## src/rtl/tmds_word_slip_if.sv

```systemverilog
// Signal bundle between the TMDS deserializer/monitor side and the word-slip aligner.
// bitslip is a fire-and-forget request; slip_ack pulses once per accepted request and dropped requests get no ack.
interface tmds_word_slip_if #(
    parameter int WRAP_W = 8
);
    logic [9:0]        din;
    logic              bitslip;
    logic [9:0]        dout;
    logic              dout_valid;
    logic [3:0]        offset;
    logic              slip_ack;
    logic [WRAP_W-1:0] wrap_cnt;

    modport master (
        output din, bitslip,
        input  dout, dout_valid, offset, slip_ack, wrap_cnt
    );

    modport slave (
        input  din, bitslip,
        output dout, dout_valid, offset, slip_ack, wrap_cnt
    );
endinterface

```

## src/rtl/tmds_word_slip.sv

```systemverilog
// Per-channel TMDS word-boundary aligner: re-frames raw 10-bit words by a slip offset
// and masks dout_valid while the new framing settles.
module tmds_word_slip #(
    parameter int SETTLE_CYC = 4,
    parameter int WRAP_W     = 8
) (
    input  logic             clk,
    input  logic             rst,
    tmds_word_slip_if.slave  sif
);
    localparam logic [3:0] SETTLE_INIT = 4'(SETTLE_CYC);

    logic [9:0]        din_d;
    logic [19:0]       win;
    logic [9:0]        dout_q;
    logic [9:0]        dout_nxt;
    logic              valid_q;
    logic [3:0]        offset_q;
    logic              ack_q;
    logic [WRAP_W-1:0] wrap_q;
    logic [3:0]        settle_q;
    logic              accept;

    // Window holds the previous word in the low half so win[0] is the oldest bit.
    assign win    = {sif.din, din_d};
    assign accept = sif.bitslip && (settle_q == 4'd0);

    // One 10:1 mux per output bit instead of a barrel shifter.
    always_comb begin
        dout_nxt = '0;
        for (int i = 0; i < 10; i++) begin
            for (int k = 0; k < 10; k++) begin
                if (offset_q == 4'(k)) begin
                    dout_nxt[i] = win[i + k];
                end
            end
        end
    end

    always_ff @(posedge clk) begin
        if (rst) begin
            din_d    <= '0;
            dout_q   <= '0;
            valid_q  <= 1'b0;
            offset_q <= 4'd0;
            ack_q    <= 1'b0;
            wrap_q   <= '0;
            settle_q <= SETTLE_INIT;
        end else begin
            din_d   <= sif.din;
            dout_q  <= dout_nxt;
            valid_q <= (settle_q == 4'd0) && !accept;
            ack_q   <= accept;
            if (accept) begin
                offset_q <= (offset_q == 4'd9) ? 4'd0 : offset_q + 4'd1;
                settle_q <= SETTLE_INIT;
                if (offset_q == 4'd9 && wrap_q != '1) begin
                    wrap_q <= wrap_q + 1'b1;
                end
            end else if (settle_q != 4'd0) begin
                settle_q <= settle_q - 4'd1;
            end
        end
    end

    assign sif.dout       = dout_q;
    assign sif.dout_valid = valid_q;
    assign sif.offset     = offset_q;
    assign sif.slip_ack   = ack_q;
    assign sif.wrap_cnt   = wrap_q;
endmodule

```

## src/flat_wrapper.sv

```systemverilog
// flat-port wrapper written by rule: the top's interface ports become plain ports
module tmds_word_slip_flat 
#(
    parameter int SETTLE_CYC = 4,
    parameter int WRAP_W     = 8
)
  (clk, rst, sif_din, sif_bitslip, sif_dout, sif_dout_valid, sif_offset, sif_slip_ack, sif_wrap_cnt);
  tmds_word_slip_if #(.WRAP_W(WRAP_W)) sif_i ();
  input  logic clk;
  input  logic rst;
  input wire logic [$bits(sif_i.din)-1:0] sif_din;
  input wire logic [$bits(sif_i.bitslip)-1:0] sif_bitslip;
  output wire logic [$bits(sif_i.dout)-1:0] sif_dout;
  output wire logic [$bits(sif_i.dout_valid)-1:0] sif_dout_valid;
  output wire logic [$bits(sif_i.offset)-1:0] sif_offset;
  output wire logic [$bits(sif_i.slip_ack)-1:0] sif_slip_ack;
  output wire logic [$bits(sif_i.wrap_cnt)-1:0] sif_wrap_cnt;
  assign sif_i.din = sif_din;
  assign sif_i.bitslip = sif_bitslip;
  assign sif_dout = sif_i.dout;
  assign sif_dout_valid = sif_i.dout_valid;
  assign sif_offset = sif_i.offset;
  assign sif_slip_ack = sif_i.slip_ack;
  assign sif_wrap_cnt = sif_i.wrap_cnt;
  tmds_word_slip #(.SETTLE_CYC(SETTLE_CYC), .WRAP_W(WRAP_W)) u_core (.clk(clk), .rst(rst), .sif(sif_i));
endmodule
```

## config.mk

```make
export PLATFORM = sky130hd
export DESIGN_NAME = tmds_word_slip_flat
export DESIGN_NICKNAME = d
export VERILOG_FILES = /design/src/rtl/tmds_word_slip_if.sv /design/src/rtl/tmds_word_slip.sv /design/src/flat_wrapper.sv
export SDC_FILE = /design/constraint.sdc
export NUM_CORES = 1
export LEC_CHECK = 0
export ABC_CLOCK_PERIOD_IN_PS = 3350
export CAP_MARGIN = 20
export CORE_MARGIN = 3
export CORE_UTILIZATION = 58
export DETAILED_ROUTE_END_ITERATION = 12
export MAX_ROUTING_LAYER = met4
export PLACE_DENSITY = 0.85
export SETUP_SLACK_MARGIN = 0.1
export SLEW_MARGIN = 20
export SYNTH_ARGS = -nofsm -noshare
export SYNTH_HDL_FRONTEND = slang
export SYNTH_SLANG_ARGS = --single-unit
```

## constraint.sdc

```tcl
create_clock -name clk -period 3.35 [get_ports clk]
set_input_delay 0.5025 -clock clk [delete_from_list [all_inputs] [get_ports clk]]
set_output_delay 0.5025 -clock clk [all_outputs]
set_load 0.01 [all_outputs]
```

==> run metrics, run 1 <==
outcome complete, no violations; TNS Setup 0 ps; # setup viols final 0; Max Cap Viol 0; pin count of the biggest net entering global routing 31; ys flop type dfxtp_1; mux contribution to synthesized area 0.0727; clk buf depth 2; slew margin rel. 0.347; Worst setup SP type flop; Clock Sinks 38; ys async rst share 0; Die X 69.3 um; adder-cell area share of the yosys netlist 0.0162; worst r2r src u_core.sif.offset[0]; worst hold-check path type reg -> reg; DIE HEIGHT 69.3 um; antenna viol nets, final 0; area occupied by multi-input gates 0.00141 sq mm; number of global-route vias before repair 2130; Top Usage Layer GRT met2; setup slack, reg-to-reg 1090 ps; Synth Register Bits 38; VDD IR max 0.288 mV; Crit path required time 2850 ps; pre-CTS WS 1140 ps; clock latency on the worst-skew pair 300 ps; Fill cells 308; Vias/cell 6.29; Starting Density 0.616; final setup margin 884 ps; post-synth top area cell dfxtp_1; Synth Area in Compound Gates 0.215; drt total wl 6250 um; Netlist cell types 58; Synth Area in Simple Gates 0.266; Slew @ Worst Pin 979 ps; minimum clock period 2470 ps; IO Port Bufs 36; Power Density 469 mW/mm^2; worst hold path depth 2; I/O pin count 37; cells along the critical path clkdlybuf4s50_1; core area 0.00377 sq mm; fmax 406 MHz; Reg2Reg Capture Point u_core.sif.dout[3]; routed length per instance 17.2 um; # DRC 0; Final #Nets 331; total power 1310 uW; Synth top area share 0.328; root buffer cell clkbuf_8; Worst setup EP type output pin; Arr. time, crit path 1960 ps; DP Wirelength 4190 um; YS warnings 0; DR vias 2291; final hold violations 0; met1 usage 0.377; mean post-synth cell area 8.06 sq um; Post-CTS Setup Inserts 0; Syn Nets 304; CTS tree built; Remaining Overflow, GRT 0; first-pass GRT wire length 10800 um; CTS buffer count 5; CP max stage cell dfxtp_1; Rows 22; Synth area leaders dfxtp_1 33%, a21oi_1 5.2%, nor2_1 5.0%; hold_buf cts 0; area grow syn2layout 20.6%; post-synthesis instance total 288; RSZ-0062 raised after global routing no; DRT Pass-1 Iters 5; synth cell count leaders 38 x dfxtp_1, 31 x nor2_1, 24 x a21oi_1, 24 x nand2_1, 21 x o21ai_0; global-route usage over all layers 0.278; xor/xnor cell area share of the yosys netlist 0.0377; M2 GR Usage 0.421; CP Buf/Inv Count 1; Hold WS 540 ps; Pins Over Slew Limit 0; Setup Crit Path Kind reg -> out; EDFF count, synth 0; die area 0.00480 sq mm; H-tree Lvls 2; synthesized area 0.00232 sq mm; routability cong. 0.977; Clock transition at path regs 80 ps; Crit path max-delay family flip-flops; Tcrit/Tclk final 0.736; largest family of logic cells by synthesized area simple AND/OR/NAND/NOR gates; Starting DRT DRC Count 309; diode count 0; hold endpoint u_core.sif.wrap_cnt[1]; startpoint of the worst hold path u_core.sif.wrap_cnt[1]; CP max FO 30; share of cells above drive strength 1 0.108; skew final 7.40 ps; initial antenna violation count 0; P_leak 0.000949 uW; register area 761 sq um; R2R depth 4; Levels on crit path 1; met3 usage 0.0609; sequential cell area fraction in the yosys report 0.328; crit-path max cell delay 970 ps; Post-CTS Resized 0; most frequent cell after synthesis dfxtp_1
==> registers in the layout, summed over array words and instances, names as in the netlist <==
name	count
u_core.sif.dout	10
u_core.sif.wrap_cnt	8
u_core.settle_q	4
u_core.sif.dout_valid	1
u_core.din_d	10
u_core.sif.offset	4
u_core.sif.slip_ack	1
==> how the worst max path moves through the flow <==
stage	start	end	slack, ps
2_1_floorplan	u_core.settle_q[0]	u_core.sif.wrap_cnt[5]	1730
3_3_place_gp	u_core.sif.offset[0]	u_core.sif.dout[3]	1180
3_5_place_dp	u_core.sif.offset[0]	u_core.sif.dout[3]	1140
4_1_cts	u_core.sif.offset[0]	sif_offset[0]	900
5_1_grt	u_core.sif.offset[0]	sif_offset[0]	780
6_report	u_core.sif.offset[0]	sif_offset[0]	880
==> report_power, final <==
part           total, uW  switching [uW]  internal [uW]
Sequential           546            52.9            493
Clock                471             172            298
Combinational        298             147            152
==> through the flow <==
step                 util  area, sq um  std cells
detailed placement  0.706         2660        356
global route        0.743         2800        364
finish              0.743         2800        364
global placement    0.706         2660        356
floorplan               -         2320        288
CTS                 0.743         2800        364
==> metal layers <==
metal,vias up,share of wire
li1,1083,-
met1,1047,0.43
met2,138,0.46
met3,23,0.087
met4,0,0.023
met5,-,0
==> cells in the final DEF, fill, tap and decap left out, types with 2 or more instances in the layout <==
| cell type | n |
|---|---|
| a211oi_1 | 2 |
| clkbuf_8 | 5 |
| nor3_1 | 9 |
| buf_4 | 6 |
| nand2b_1 | 2 |
| o221ai_1 | 3 |
| mux2i_1 | 9 |
| inv_1 | 6 |
| mux2_2 | 5 |
| o22ai_1 | 6 |
| xnor2_1 | 8 |
| nand3_1 | 11 |
| nor2_1 | 31 |
| and2_1 | 2 |
| a221oi_1 | 2 |
| nor2b_1 | 14 |
| clkdlybuf4s50_1 | 36 |
| bufinv_16 | 2 |
| o21ai_0 | 21 |
| o211ai_1 | 5 |
| dfxtp_1 | 38 |
| nor4_2 | 3 |
| ha_1 | 3 |
| nand3b_1 | 3 |
| o32ai_1 | 3 |
| nand2_1 | 24 |
| and3_1 | 2 |
| xor2_1 | 2 |
| a21oi_1 | 24 |
==> worst reg2reg max path, stage by stage (launching register included) <==
cell	delay, ps
dfxtp_1	970
buf_4	390
mux4_2	530
a22oi_1	160
a21oi_1	90
==> kinds of logic (layout without fill, tap and decap cells) <==
| family | count (synthesis) | after routing |
|---|---|---|
| AND/OR/NAND/NOR | 115 | 115 |
| AO/OA/AOI/OAI | 78 | 78 |
| flip-flops | 38 | 38 |
| buffers and inverters | 29 | 57 |
| multiplexers | 15 | 15 |
| XOR/XNOR | 10 | 10 |
| adder cells (fa/ha/maj) | 3 | 3 |
==> final cells by class <==
class	count	area share
multi-input combinational	221	0.504
clock buffer	5	0.0246
tap	48	0.0214
inverter	7	0.00938
timing repair buffer	42	0.145
sequential	38	0.272
clock inverter	3	0.0246
(Power assumes the default switching activity.)
==> inputs of run 2 (changes only) <==
- ABC_CLOCK_PERIOD_IN_PS: 3350 -> 2090
- CORE_UTILIZATION: 58 -> 48
- PLACE_DENSITY: 0.85 -> 0.76
- clock period: 3.35 -> 2.09 ns (I/O delays scaled with it)
==> run 2 against run 1 <==
  * Register-to-register slack got worse by 770 ps
  * Core utilization shrank 11 points
  * Sequential power rose by 56%
  * Global-route usage decreased by 2.8 points
  * Critical path type unchanged
  * Largest cell class unchanged
  * Final area increased by 2.1%
  * Highest routed layer unchanged
  * Largest power group unchanged
  * Worst hold slack got worse by 3.4 ps
==> run metrics, run 2 (synthesis gave the netlist of run 1 again) <==
Tcrit/Tclk final 0.875; clk buf depth 2; slew margin rel. 0.701; CTS tree built; core area 0.00450 sq mm; routability cong. 0.950; pin count of the biggest net entering global routing 22; Crit path required time 1780 ps; # DRC 0; Remaining Overflow, GRT 0; Rows 24; area grow syn2layout 23.2%; DP Wirelength 4500 um; startpoint of the worst hold path u_core.settle_q[0]; worst r2r src u_core.sif.offset[1]; DIE HEIGHT 75.6 um; global-route usage over all layers 0.251; Post-CTS Setup Inserts 0; Worst setup SP type flop; hold endpoint u_core.settle_q[0]; drt total wl 6480 um; worst hold path depth 2; DRT Pass-1 Iters 6; final hold violations 0; commonest cells after routing, fill and taps aside 36 x clkdlybuf4s50_1, 36 x dfxtp_1, 31 x nor2_1; setup slack, reg-to-reg 320 ps; TNS Setup 0 ps; Clock transition at path regs 80 ps; diode count 0; # setup viols final 0; Non-Filler Instances 379; routed length per instance 17.1 um; outcome complete, no violations; worst hold-check path type reg -> reg; Max Cap Viol 0; first-pass GRT wire length 10700 um; Power Density 676 mW/mm^2; RSZ-0062 raised after global routing no; IO Port Bufs 36; Reg2Reg Capture Point u_core.sif.wrap_cnt[7]; I/O pin count 37; Starting DRT DRC Count 400; Die X 75.6 um; Setup Crit Path Kind reg -> out; dpl cells 371; Clock Sinks 38; Arr. time, crit path 1520 ps; skew final 7.29 ps; Vias/cell 6.33; antenna viol nets, final 0; Pins Over Slew Limit 0; minimum clock period 1830 ps; CP max FO 12; Starting Density 0.516; root buffer cell clkbuf_8; VDD IR max 0.431 mV; R2R depth 6; DR vias 2398; clock latency on the worst-skew pair 300 ps; H-tree Lvls 2; Worst setup EP type output pin; hold_buf cts 0; die area 0.00571 sq mm; number of global-route vias before repair 2251; fmax 547 MHz; CTS buffer count 5; Slew @ Worst Pin 447 ps; share of cells above drive strength 1 0.144; Final #Nets 342; P_leak 0.000986 uW; initial antenna violation count 0
[run 2: what timing repair did]
action | 4_1_cts | 5_1_grt
endpoints found under the setup margin | 0 | 6
endpoints found under the hold margin | 0 | 0
resized for setup | 0 | 2
[run 2: metrics by stage]
stage | worst slack (ps) | total power [uW] | instance area, sq um | hold slack, ps | utilization
CTS | 108 | 1930 | 2860 | 545 | 0.635
finish | 261 | 1930 | 2860 | 536 | 0.635
global placement | 283 | 1380 | 2760 | 503 | 0.614
global route | 182 | 2030 | 2860 | 572 | 0.635
detailed placement | 240 | 1390 | 2760 | 529 | 0.614
floorplan | 471 | 1210 | 2320 | 442 | -
[run 2: per-layer routing]
layer | vias to the layer above | part of all wire | GRT usage
met3 | 31 | 0.089 | 0.0501
met4 | 0 | 0.032 | 0.117
met2 | 168 | 0.47 | 0.374
met5 | - | 0 | -
met1 | 1095 | 0.41 | 0.326
li1 | 1104 | - | -
[run 2: where the power goes]
group / leakage (uW) / switching (uW) / internal [uW] / total (uW)
Sequential: 0.000313 / 63.1 / 789 / 853
Clock: 0.0000472 / 285 / 266 / 551
Combinational: 0.000626 / 265 / 266 / 531
Total: 0.000986 / 614 / 1320 / 1930
[run 2: area by class of cell]
type,count,area (sq um)
clock buffers,6,82.6
inverters,7,26.3
repair buffers,53,500
fillers,399,1640
clock inverters,2,12.5
flip-flops and latches,38,763
well taps,52,65.1
multi-input cells,221,1410
[run 2: how the worst max path moves through the flow]
stage	from	to	depth (start not counted)
4_1_cts	u_core.sif.offset[2]	sif_offset[2]	2
2_1_floorplan	u_core.settle_q[0]	u_core.sif.wrap_cnt[5]	7
3_3_place_gp	sif_bitslip	u_core.sif.wrap_cnt[7]	6
5_1_grt	u_core.sif.offset[2]	sif_offset[2]	2
6_report	u_core.sif.offset[2]	sif_offset[2]	2
3_5_place_dp	sif_bitslip	u_core.sif.wrap_cnt[7]	6
[run 2: worst max-delay path, stage by stage, from the launching register on]
cell and delay (ps):
dfxtp_2 480, buf_4 200, clkdlybuf4s50_1 540
